===== config.mk =====
export PLATFORM = sky130hd
export DESIGN_NAME = spi_cmd_ctrl
export DESIGN_NICKNAME = d
export VERILOG_FILES = /design/src/rtl/spi_cmd_pkg.sv /design/src/rtl/spi_cmd_ctrl.sv
export SDC_FILE = /design/constraint.sdc
export NUM_CORES = 1
export LEC_CHECK = 0
export CAP_MARGIN = 10
export CORE_MARGIN = 4
export CORE_UTILIZATION = 30
export DETAILED_ROUTE_END_ITERATION = 7
export HOLD_SLACK_MARGIN = 0.05
export PLACE_DENSITY = 0.5
export SETUP_SLACK_MARGIN = 0.4
export SLEW_MARGIN = 20
export SYNTH_ARGS = -nofsm -noshare
export SYNTH_HDL_FRONTEND = slang
export SYNTH_SLANG_ARGS = --single-unit

===== constraint.sdc =====
create_clock -name clk_in -period 1.85 [get_ports clk_in]
set_input_delay 0.37 -clock clk_in [delete_from_list [all_inputs] [get_ports clk_in]]
set_output_delay 0.37 -clock clk_in [all_outputs]
set_load 0.01 [all_outputs]

===== src/rtl/spi_cmd_pkg.sv =====
// Shared state encoding and command opcodes for the SPI command sequencer.
package spi_cmd_pkg;

    typedef enum logic [2:0] {IDLE, ADDR_HI, ADDR_LO, RAM_WR, CONF} cmd_state_t;

    localparam logic [7:0] CMD_SET_ADDR = 8'h2A;
    localparam logic [7:0] CMD_RAM_WR   = 8'h2C;
    localparam logic [7:0] CMD_CONF_WR  = 8'h3A;
    localparam logic [7:0] CMD_FLUSH    = 8'h2F;

endpackage


===== src/rtl/spi_cmd_ctrl.sv =====
// Turns the received SPI byte stream into pixel-RAM writes, config writes and frame-flush pulses.
// Every output is registered, so each strobe appears the cycle after its byte_rdy_in.
module spi_cmd_ctrl
    import spi_cmd_pkg::*;
#(
    parameter int ADDR_W    = 10,
    parameter int RAM_DEPTH = 768
) (
    input  logic              clk_in,
    input  logic              spi_rst_n,
    input  logic              spi_dc_in,
    input  logic              byte_rdy_in,
    input  logic [7:0]        byte_data_in,
    output logic              ram_wr_en_out,
    output logic [ADDR_W-1:0] ram_wr_addr_out,
    output logic [7:0]        ram_wr_data_out,
    output logic              cfg_wr_en_out,
    output logic [7:0]        cfg_wr_data_out,
    output logic              frame_rdy_out
);

    localparam logic [ADDR_W:0]   DEPTH_LIM = (ADDR_W+1)'(RAM_DEPTH);
    localparam logic [ADDR_W-1:0] LAST_ADDR = ADDR_W'(RAM_DEPTH - 1);

    function automatic logic [ADDR_W-1:0] next_addr(input logic [ADDR_W-1:0] a);
        return (a == LAST_ADDR) ? '0 : a + 1'b1;
    endfunction

    function automatic logic [ADDR_W-1:0] clamp_addr(input logic [ADDR_W-1:0] a);
        return ({1'b0, a} >= DEPTH_LIM) ? '0 : a;
    endfunction

    logic              dc_sync_p0, dc_sync_p1;
    cmd_state_t        state, state_d;
    logic [ADDR_W-1:0] addr, addr_d;
    logic              is_cmd, is_data;
    logic              ram_wr_en_d, cfg_wr_en_d, frame_rdy_d;
    logic [ADDR_W-1:0] ram_wr_addr_d;
    logic [7:0]        ram_wr_data_d, cfg_wr_data_d;

    assign is_cmd  = byte_rdy_in & ~dc_sync_p1;
    assign is_data = byte_rdy_in &  dc_sync_p1;

    // dc synchronizer boundary: dc_sync_p1 is the value sampled alongside byte_rdy_in
    always_ff @(posedge clk_in or negedge spi_rst_n) begin
        if (!spi_rst_n) begin
            dc_sync_p0 <= 1'b0;
            dc_sync_p1 <= 1'b0;
        end else begin
            dc_sync_p0 <= spi_dc_in;
            dc_sync_p1 <= dc_sync_p0;
        end
    end

    always_ff @(posedge clk_in or negedge spi_rst_n) begin
        if (!spi_rst_n) state <= IDLE;
        else            state <= state_d;
    end

    always_comb begin
        state_d = state;
        if (is_cmd) begin
            case (byte_data_in)
                CMD_SET_ADDR: state_d = ADDR_HI;
                CMD_RAM_WR:   state_d = RAM_WR;
                CMD_CONF_WR:  state_d = CONF;
                default:      state_d = IDLE;
            endcase
        end else if (is_data) begin
            case (state)
                ADDR_HI: state_d = ADDR_LO;
                ADDR_LO: state_d = IDLE;
                CONF:    state_d = IDLE;
                default: state_d = state;
            endcase
        end
    end

    always_comb begin
        addr_d        = addr;
        ram_wr_en_d   = 1'b0;
        ram_wr_addr_d = '0;
        ram_wr_data_d = '0;
        cfg_wr_en_d   = 1'b0;
        cfg_wr_data_d = '0;
        frame_rdy_d   = 1'b0;
        if (is_cmd) begin
            frame_rdy_d = (byte_data_in == CMD_FLUSH);
        end else if (is_data) begin
            case (state)
                ADDR_HI: addr_d = {byte_data_in[ADDR_W-9:0], addr[7:0]};
                ADDR_LO: addr_d = clamp_addr({addr[ADDR_W-1:8], byte_data_in});
                RAM_WR: begin
                    ram_wr_en_d   = 1'b1;
                    ram_wr_addr_d = addr;
                    ram_wr_data_d = byte_data_in;
                    addr_d        = next_addr(addr);
                end
                CONF: begin
                    cfg_wr_en_d   = 1'b1;
                    cfg_wr_data_d = byte_data_in;
                end
                default: addr_d = addr;
            endcase
        end
    end

    // output register boundary: strobes land one cycle after their byte
    always_ff @(posedge clk_in or negedge spi_rst_n) begin
        if (!spi_rst_n) begin
            addr            <= '0;
            ram_wr_en_out   <= 1'b0;
            ram_wr_addr_out <= '0;
            ram_wr_data_out <= '0;
            cfg_wr_en_out   <= 1'b0;
            cfg_wr_data_out <= '0;
            frame_rdy_out   <= 1'b0;
        end else begin
            addr            <= addr_d;
            ram_wr_en_out   <= ram_wr_en_d;
            ram_wr_addr_out <= ram_wr_addr_d;
            ram_wr_data_out <= ram_wr_data_d;
            cfg_wr_en_out   <= cfg_wr_en_d;
            cfg_wr_data_out <= cfg_wr_data_d;
            frame_rdy_out   <= frame_rdy_d;
        end
    end

endmodule


; ---- Word-level counts from Yosys, hierarchy flattened
; Cells that the tools add are included.
[classes]
bitwise = 5
mux = 23
eq_ne = 10
order_cmp = 1
addsub = 1
reduce_logical = 8
[op_table]
columns = operator, count
row1 = 10-bit two-way mux, 5
row2 = 8-bit two-way mux, 6
row3 = 8-bit by 6-bit == test with 1-bit output (second input constant), 4
row4 = 10-bit case mux with 3 select lines, 1
row5 = 10-bit by 1-bit adder with 10-bit output (second input constant), 1
row6 = 10-bit == test (second input constant), 1
row7 = 10-bit >= comparator (second input constant), 1
row8 = 3-bit case mux with 3 select lines, 1
row9 = 4-bit AND reduction, 2
row10 = 1-bit two-way mux, 7
row11 = 3-bit by 2-bit == test with 1-bit output (second input constant), 2
row12 = 3-bit two-way mux, 2
row13 = 3-bit case mux with 2 select lines, 1
row14 = 3-bit nonzero test, 2
row15 = 2-bit nonzero test, 2
row16 = 3-bit by 1-bit == test with 1-bit output (second input constant), 1
row17 = 3-bit == test (second input constant), 1
row18 = 1-bit inverter, 3
row19 = 1-bit bitwise AND, 2
row20 = 2-bit != test (second input constant), 1
row21 = 2-bit AND reduction, 1
row22 = 2-bit OR reduction, 1
[word_totals]
elab_cells = 59
in_bits = 12
ff_bits = 44

; ---- Logic depth before layout (Yosys ltp)
; Gate-level depths: netlist of the first run.
[logic_depth]
ltp_word = 5
ltp_mapped = 6
ltp_nobuf = 5

; ---- Least setup slack after synthesis of the first run
; OpenSTA, ideal clock, no wires.
[synth_path]
path_kind = reg2reg
from = reg addr[1]
to = reg addr[1]
path_slack_ns = 0.281
synth_period_minus_slack_ns = 1.569
t_arrival_ns = 1.446
stages_incl_launch_ff = 6
path_buffers = 0
setup_time_ns = 0.124
cell_sequence = dfrtp_1 -> ha_1 -> nand4_2 -> o41a_1 -> a221oi_2 -> nor2_1
[synth_between]
elab_chain_len = 3
elab_cells_between_ends = 4
classes_between = add/sub (1) / eq/ne (1) / mux (2)
[synth_lines]
columns = element, line_no
row1 = from (decl), spi_cmd_ctrl.sv:35  ; logic [ADDR_W-1:0] addr, addr_d;
row2 = from (signal assigned), spi_cmd_ctrl.sv:119  ; addr <= addr_d;
row3 = 10-bit by 1-bit adder with 10-bit output / 10-bit == test (equally long branches), spi_cmd_ctrl.sv:26  ; return (a == LAST_ADDR) ? '0 : a + 1'b1;
row4 = 10-bit two-way mux *, spi_cmd_ctrl.sv:26
row5 = 10-bit case mux with 3 select lines *, spi_cmd_ctrl.sv:90  ; case (state)
; Mark *: on every way between the ends. The rest lies on a longest branch, timed or not.
; A chain may end at the register's enable or synchronous reset.

; ---- Worst setup path after layout of the first run
[layout_path]
from = reg addr[0]
to = reg addr[1]
; Same word-level chain as after synthesis.

==> flow_metrics.env, run 1 <==
export IMPL_synth_area_mm2=0.00195
export IMPL_grt_pass1_vias=1505
export IMPL_cp_required_ps=2030
export IMPL_syn_avg_cell_area_um2=11.3
export IMPL_cp_max_fo=3
export IMPL_synth_top_area_share_pct=56.5
export IMPL_async_reset_ff_share_pct=100
export IMPL_dpl_cell_area_mm2=0.00254
export IMPL_period_share_pct=83.4
export IMPL_endpoint_kind="flop"
export IMPL_crit_type="reg2reg"
export IMPL_firstDrtPassIters=4
export IMPL_cp_slowest_cell="o41a_1"
export IMPL_start_util_pct=30.9
export IMPL_hp_class="in2async"
export IMPL_grt_max_degree=24
export IMPL_routedWlPerCell_um=14.7
export IMPL_root_buffer="clkbuf_8"
export IMPL_diodes=0
export IMPL_finalPower_uw=1840
export IMPL_drtAntennaViolNets=0
export IMPL_tightest_slew_ps=507
export IMPL_start_kind="flop"
export IMPL_clkTransAtPathRegs_ps=80
export IMPL_std_cell_rows=29
export IMPL_vias_per_cell=4.70
export IMPL_finalWorstSetupSlack_ps=307
export IMPL_cts_buffer_depth=2
export IMPL_synth_distinct_cells=45
export IMPL_yosys_register_bits=44
export IMPL_power_density_mw_per_mm2=674
export IMPL_synthCells=173
export IMPL_drc=0
export IMPL_ir_worst_vdd_uv=330
export IMPL_hold_violations=0
export IMPL_ioPinCount=41
export IMPL_drt_total_wl_um=4640
export IMPL_seq_area_frac_synth_pct=56.5
export IMPL_maxSlewViolCount=0
export IMPL_yosysTopAreaCell="dfrtp_1"
export IMPL_dieWidth_um=88.6
export IMPL_synth_commonest_cells="44 x dfrtp_1, 23 x and2_1, 14 x o21ai_0"
export IMPL_final_area_mm2=0.00273
export IMPL_core_area_mm2=0.00631
export IMPL_setup_viol=0
export IMPL_drv_cap=0
export IMPL_fin_crit_ps=1540
export IMPL_clock_latency_ps=290
export IMPL_rsz0062_at_grt="yes"
export IMPL_r2r_cells=5
export IMPL_cts_buffers_inserted=5
export IMPL_dp_hpwl_um=3300
export IMPL_crit_arrival_ps=1720
export IMPL_port_buffers=40
export IMPL_yosys_top_cells_area="dfrtp_1 57%, and2_1 7.4%, o21ai_0 3.6%"
export IMPL_synth_fp_nets=186
export IMPL_grt_pass1_wl_um=7670
export IMPL_die_area_mm2=0.00785
export IMPL_pre_cts_slack_ps=-70.5
export IMPL_finClkSkew_ps=4.41
export IMPL_area_growth_pct=40.1
export IMPL_cts_max_level=2
export IMPL_maxSlewHeadroom_pct=66.2
export IMPL_path_cells="ha_4 > nand4_4 > o41a_1 > a221oi_2 > nor2_1"
export IMPL_leakage_uw=0.00136
export IMPL_antenna_found_initial=0
export IMPL_dr_first_iter_drc_count=65
export IMPL_cpPeakStageDelay_ps=460
export IMPL_ys_flop_type="dfrtp_1"
export IMPL_cts_sinks=44
export IMPL_track_usage_pct=12.8
export IMPL_grt_ovfl_total=0
export IMPL_drive_gt1_share_pct=23.5
export IMPL_fp_dieH_um=88.6
export IMPL_outcome="finished, final reports clean"
export IMPL_via_count=1481
export IMPL_synth_most_common_cell="dfrtp_1"
export IMPL_synth_edff_count=0
export IMPL_nNetsFinal=250
export IMPL_yosysWarnings=0
export IMPL_fillers=629
export IMPL_fmax_mhz=648
export IMPL_gp_congestion=0.853
export IMPL_cts_tree="built"
-- report_power, final --
part	switching (uW)	leakage [uW]	internal, uW	total, uW
Clock	329	0.0000552	401	730
Combinational	64.8	0.000705	63.6	128
Sequential	11.0	0.000600	970	981
-- registers in the layout, summed over array words and instances (netlist names) --
register         flops
dc_sync_p1           1
dc_sync_p0           1
state                3
ram_wr_data_out      8
frame_rdy_out        1
addr                10
cfg_wr_en_out        1
ram_wr_addr_out     10
ram_wr_en_out        1
cfg_wr_data_out      8
-- cell usage in the layout (no fill, tap or decap), types with 4 or more instances in the layout --
cell             Yosys  layout
dfrtp_1             44      41
dlygate4sd2_1        0      31
and2_1              23      23
buf_4                4      22
o21ai_0             14      12
nor2_1              11      10
nand2_1             10      10
nor3_1               8       7
a21oi_1              6       6
clkbuf_8             0       5
clkdlybuf4s50_1      0       5
a22o_1               4       4
nand3_1              5       4
-- worst max-delay path: cells and delay by family (launching register included) --
kind,cells,cell delay [ps]
compound gates,2,700
fa+ha+maj,1,160
flops,1,400
simple gates,2,170
-- cell families (layout without fill, tap and decap cells) --
| logic type | after synthesis | after routing | share of synthesized area (%) |
|---|---|---|---|
| and+or+nand+nor | 77 | 77 | 23.5 |
| DFF | 44 | 44 | 56.5 |
| AOI/OAI and AO/OA | 39 | 39 | 15.1 |
| buffers and inverters | 11 | 76 | 3.79 |
| adders and majority gates | 1 | 1 | 0.642 |
| xor gates and xnor gates | 1 | 1 | 0.450 |
-- layout make-up --
type,count,area [um2],share of cell area (%)
Clock inverter,2,35.0,1.28
Clock buffer,6,72.6,2.66
Sequential cell,44,1100,40.5
Tap cell,77,96.3,3.53
Timing Repair Buffer,65,572,21.0
Inverter,3,11.3,0.413
Multi-Input combinational cell,118,837,30.7
-- timing repair --
action,4_1_cts,5_1_grt
pin swaps,9,10
hold buffers,0,0
setup buffers,7,1
setup endpoints to repair,42,25
gates resized for setup,38,10
-- per-stage QoR --
stage / setup TNS [ps] / utilization [%] / std cells / hold WS, ps
3_5_place_dp: -119 / 40.2 / 299 / 335
5_1_grt: 0 / 43.2 / 315 / 76.3
4_1_cts: 0 / 42.6 / 314 / 53.2
6_report: 0 / 43.2 / 315 / 32.5
3_3_place_gp: -13.5 / 40.2 / 299 / 335
2_1_floorplan: 0 / - / 173 / 74.4
-- final timing paths --
path,startpoint,endpoint,slack [ps]
worst min-delay path,spi_rst_n,cfg_wr_data_out[2],30
min in group clk_in,dc_sync_p0,dc_sync_p1,350
worst max-delay path,addr[0],addr[1],310
max in group asynchronous,spi_rst_n,addr[1],1310
worst min register to register,dc_sync_p0,dc_sync_p1,350
worst max register to register,addr[0],addr[1],310
-- routing by layer --
| layer | part of all wire [%] | vias to the layer above | wire [um] | track usage (%) |
|---|---|---|---|---|
| met5 | 0 | - | 0 | 0 |
| met4 | 2.1 | 0 | 96 | 4.67 |
| met3 | 5.5 | 7 | 256 | 2.61 |
| met2 | 48 | 32 | 2220 | 21.2 |
| met1 | 44 | 708 | 2060 | 16.6 |
| li1 | - | 734 | - | - |
(Power assumes the default switching activity.)
==> run 2: changes to the inputs <==
--- a/config.mk
+++ b/config.mk
@@ -10,7 +10,7 @@
 export CORE_UTILIZATION = 30
 export DETAILED_ROUTE_END_ITERATION = 7
 export HOLD_SLACK_MARGIN = 0.05
-export PLACE_DENSITY = 0.5
+export PLACE_DENSITY = 0.52
 export SETUP_SLACK_MARGIN = 0.4
 export SLEW_MARGIN = 20
 export SYNTH_ARGS = -nofsm -noshare
==> constraint.sdc (replaced) <==
create_clock -name clk_in -period 1.4 [get_ports clk_in]
set_input_delay 0.28 -clock clk_in [delete_from_list [all_inputs] [get_ports clk_in]]
set_output_delay 0.28 -clock clk_in [all_outputs]
set_load 0.01 [all_outputs]
==> run 2 against run 1 <==
Net effect:
- the run now ends with setup timing left
- combinational power up 59%
- count of clock-buffer cells in the layout is the same
- cell area is 15% higher
- fmax increased by 3.5%
- via count is 12% higher
- wire length increased by 14%
- sequential share of layout area fell by 5.3 points
- highest routed layer unchanged
==> flow_metrics.env, run 2 (synthesis gave the netlist of run 1 again) <==
export IMPL_outcome="finished, violations left"
export IMPL_violations="setup timing"
export IMPL_start_util_pct=30.9
export IMPL_cts_sinks=44
export IMPL_cts_tree="built"
export IMPL_worstHoldPathCells=0
export IMPL_tightest_slew_ps=365
export IMPL_r2r_slack_ps=-90
export IMPL_clkTransAtPathRegs_ps=90
export IMPL_r2r_start="state[2]"
export IMPL_ioPinCount=41
export IMPL_maxSlewViolCount=0
export IMPL_cp_max_fo=7
export IMPL_path_cells="nand3b_1 > buf_6 > nor2_4 > buf_12 > buf_16 > and2_4"
export IMPL_grt_pass1_wl_um=8510
export IMPL_maxSlewHeadroom_pct=75.3
export IMPL_hp_class="reg2reg"
export IMPL_firstDrtPassIters=4
export IMPL_gp_congestion=0.838
export IMPL_layout_common_cells="43 x buf_4, 40 x dfrtp_1, 30 x buf_2"
export IMPL_finalPower_uw=2460
export IMPL_grt_ovfl_total=0
export IMPL_core_area_mm2=0.00631
export IMPL_dp_hpwl_um=3520
export IMPL_endpoint_kind="flop"
export IMPL_dr_first_iter_drc_count=58
export IMPL_critPathLaunch="state[2]"
export IMPL_power_density_mw_per_mm2=784
export IMPL_drv_cap=0
export IMPL_cpPeakStageDelay_ps=440
export IMPL_vias_per_cell=4.71
export IMPL_r2r_cells=6
export IMPL_drt_total_wl_um=5300
export IMPL_cp_slowest_cell="dfrtp_2"
export IMPL_root_buffer="clkbuf_8"
export IMPL_drc=0
export IMPL_fp_dieH_um=88.6
export IMPL_cts_max_level=2
export IMPL_drive_gt1_share_pct=53.3
export IMPL_die_area_mm2=0.00785
export IMPL_layout_commonest_cell="buf_4"
export IMPL_tns_ps=-1790
export IMPL_cts_buffer_depth=2
export IMPL_antenna_found_initial=0
export IMPL_biggestRegsByFlops="addr: 10 flops, ram_wr_addr_out: 10 flops"
export IMPL_grt_pass1_vias=1640
export IMPL_fin_crit_ps=1490
export IMPL_finalWorstSetupSlack_ps=-90.3
export IMPL_track_usage_pct=14.6
export IMPL_start_kind="flop"
export IMPL_leakage_uw=0.00150
export IMPL_cts_buffers_inserted=5
export IMPL_routedWlPerCell_um=15.0
export IMPL_port_buffers=40
export IMPL_crit_type="reg2reg"
export IMPL_fin_util_pct=49.7
export IMPL_setup_viol=25
export IMPL_ir_worst_vdd_uv=384
export IMPL_period_share_pct=106
export IMPL_rr_endpoint="ram_wr_addr_out[7]"
export IMPL_dieWidth_um=88.6
export IMPL_diodes=0
export IMPL_cp_required_ps=1640
export IMPL_drtAntennaViolNets=0
export IMPL_std_cell_rows=29
export IMPL_hold_violations=0
export IMPL_endpoint="ram_wr_addr_out[7]"
export IMPL_fillers=570
export IMPL_via_count=1662
export IMPL_nNetsFinal=288
export IMPL_crit_arrival_ps=1730
export IMPL_clock_latency_ps=300
export IMPL_fmax_mhz=671
export IMPL_finClkSkew_ps=9.12
export IMPL_rsz0062_at_grt="yes"
export IMPL_pre_cts_slack_ps=-315
export IMPL_grt_max_degree=45
export IMPL_area_growth_pct=61.2
==> run 2: through the flow <==
step / hold WS (ps) / cells / instance area, um2
after floorplan: -15.6 / 173 / 2040
after global placement: 274 / 329 / 2840
after detailed placement: 279 / 329 / 2840
after CTS: 355 / 350 / 3040
after global routing: 368 / 353 / 3140
final: 355 / 353 / 3140
==> run 2: worst max-delay path, delay by kind of cell (launching register included) <==
kind | cells | cell delay [ps]
flops | 1 | 440
buf+inv | 3 | 430
simple gates | 3 | 570
==> run 2: how the worst min path moves through the flow <==
| stage | slack [ps] | end | startpoint |
|---|---|---|---|
| floorplan | -20 | addr[0] | spi_rst_n |
| detailed placement | 280 | dc_sync_p0 | spi_rst_n |
| finish | 350 | dc_sync_p1 | dc_sync_p0 |
| global placement | 270 | dc_sync_p0 | spi_rst_n |
| global route | 370 | dc_sync_p1 | dc_sync_p0 |
| CTS | 350 | cfg_wr_data_out[6] | byte_data_in[6] |
==> run 2: area by class of cell <==
type / count / area [um2] / area share [%]
clock buffers: 6 / 72.6 / 2.31
multi-input cells: 119 / 971 / 30.9
flip-flops and latches: 44 / 1110 / 35.2
repair buffers: 102 / 848 / 27.0
well taps: 77 / 96.3 / 3.07
clock inverters: 2 / 35.0 / 1.12
inverters: 3 / 11.3 / 0.359
==> run 2: what timing repair did <==
item | CTS | global route
hold buffers | 1 | 0
hold endpoints to repair | 44 | 0
buffers inserted | 9 | 3
resized for setup | 170 | 14
pin swaps | 22 | 17
gates cloned | 3 | 0
setup endpoints to repair | 71 | 71
==> run 2: power breakdown <==
group,switching (uW),internal (uW)
registers,12.7,1280
logic,103,101
clock network,436,530
total,552,1910
==> run 2: per-layer routing <==
metal | up-vias | track usage, % | part of all wire, % | wire length [um]
li1 | 815 | - | - | -
met4 | 0 | 5.91 | 2.1 | 110
met3 | 9 | 2.98 | 5.0 | 264
met1 | 803 | 18.7 | 44 | 2320
met5 | - | 0 | 0 | 0
met2 | 35 | 24.3 | 49 | 2600
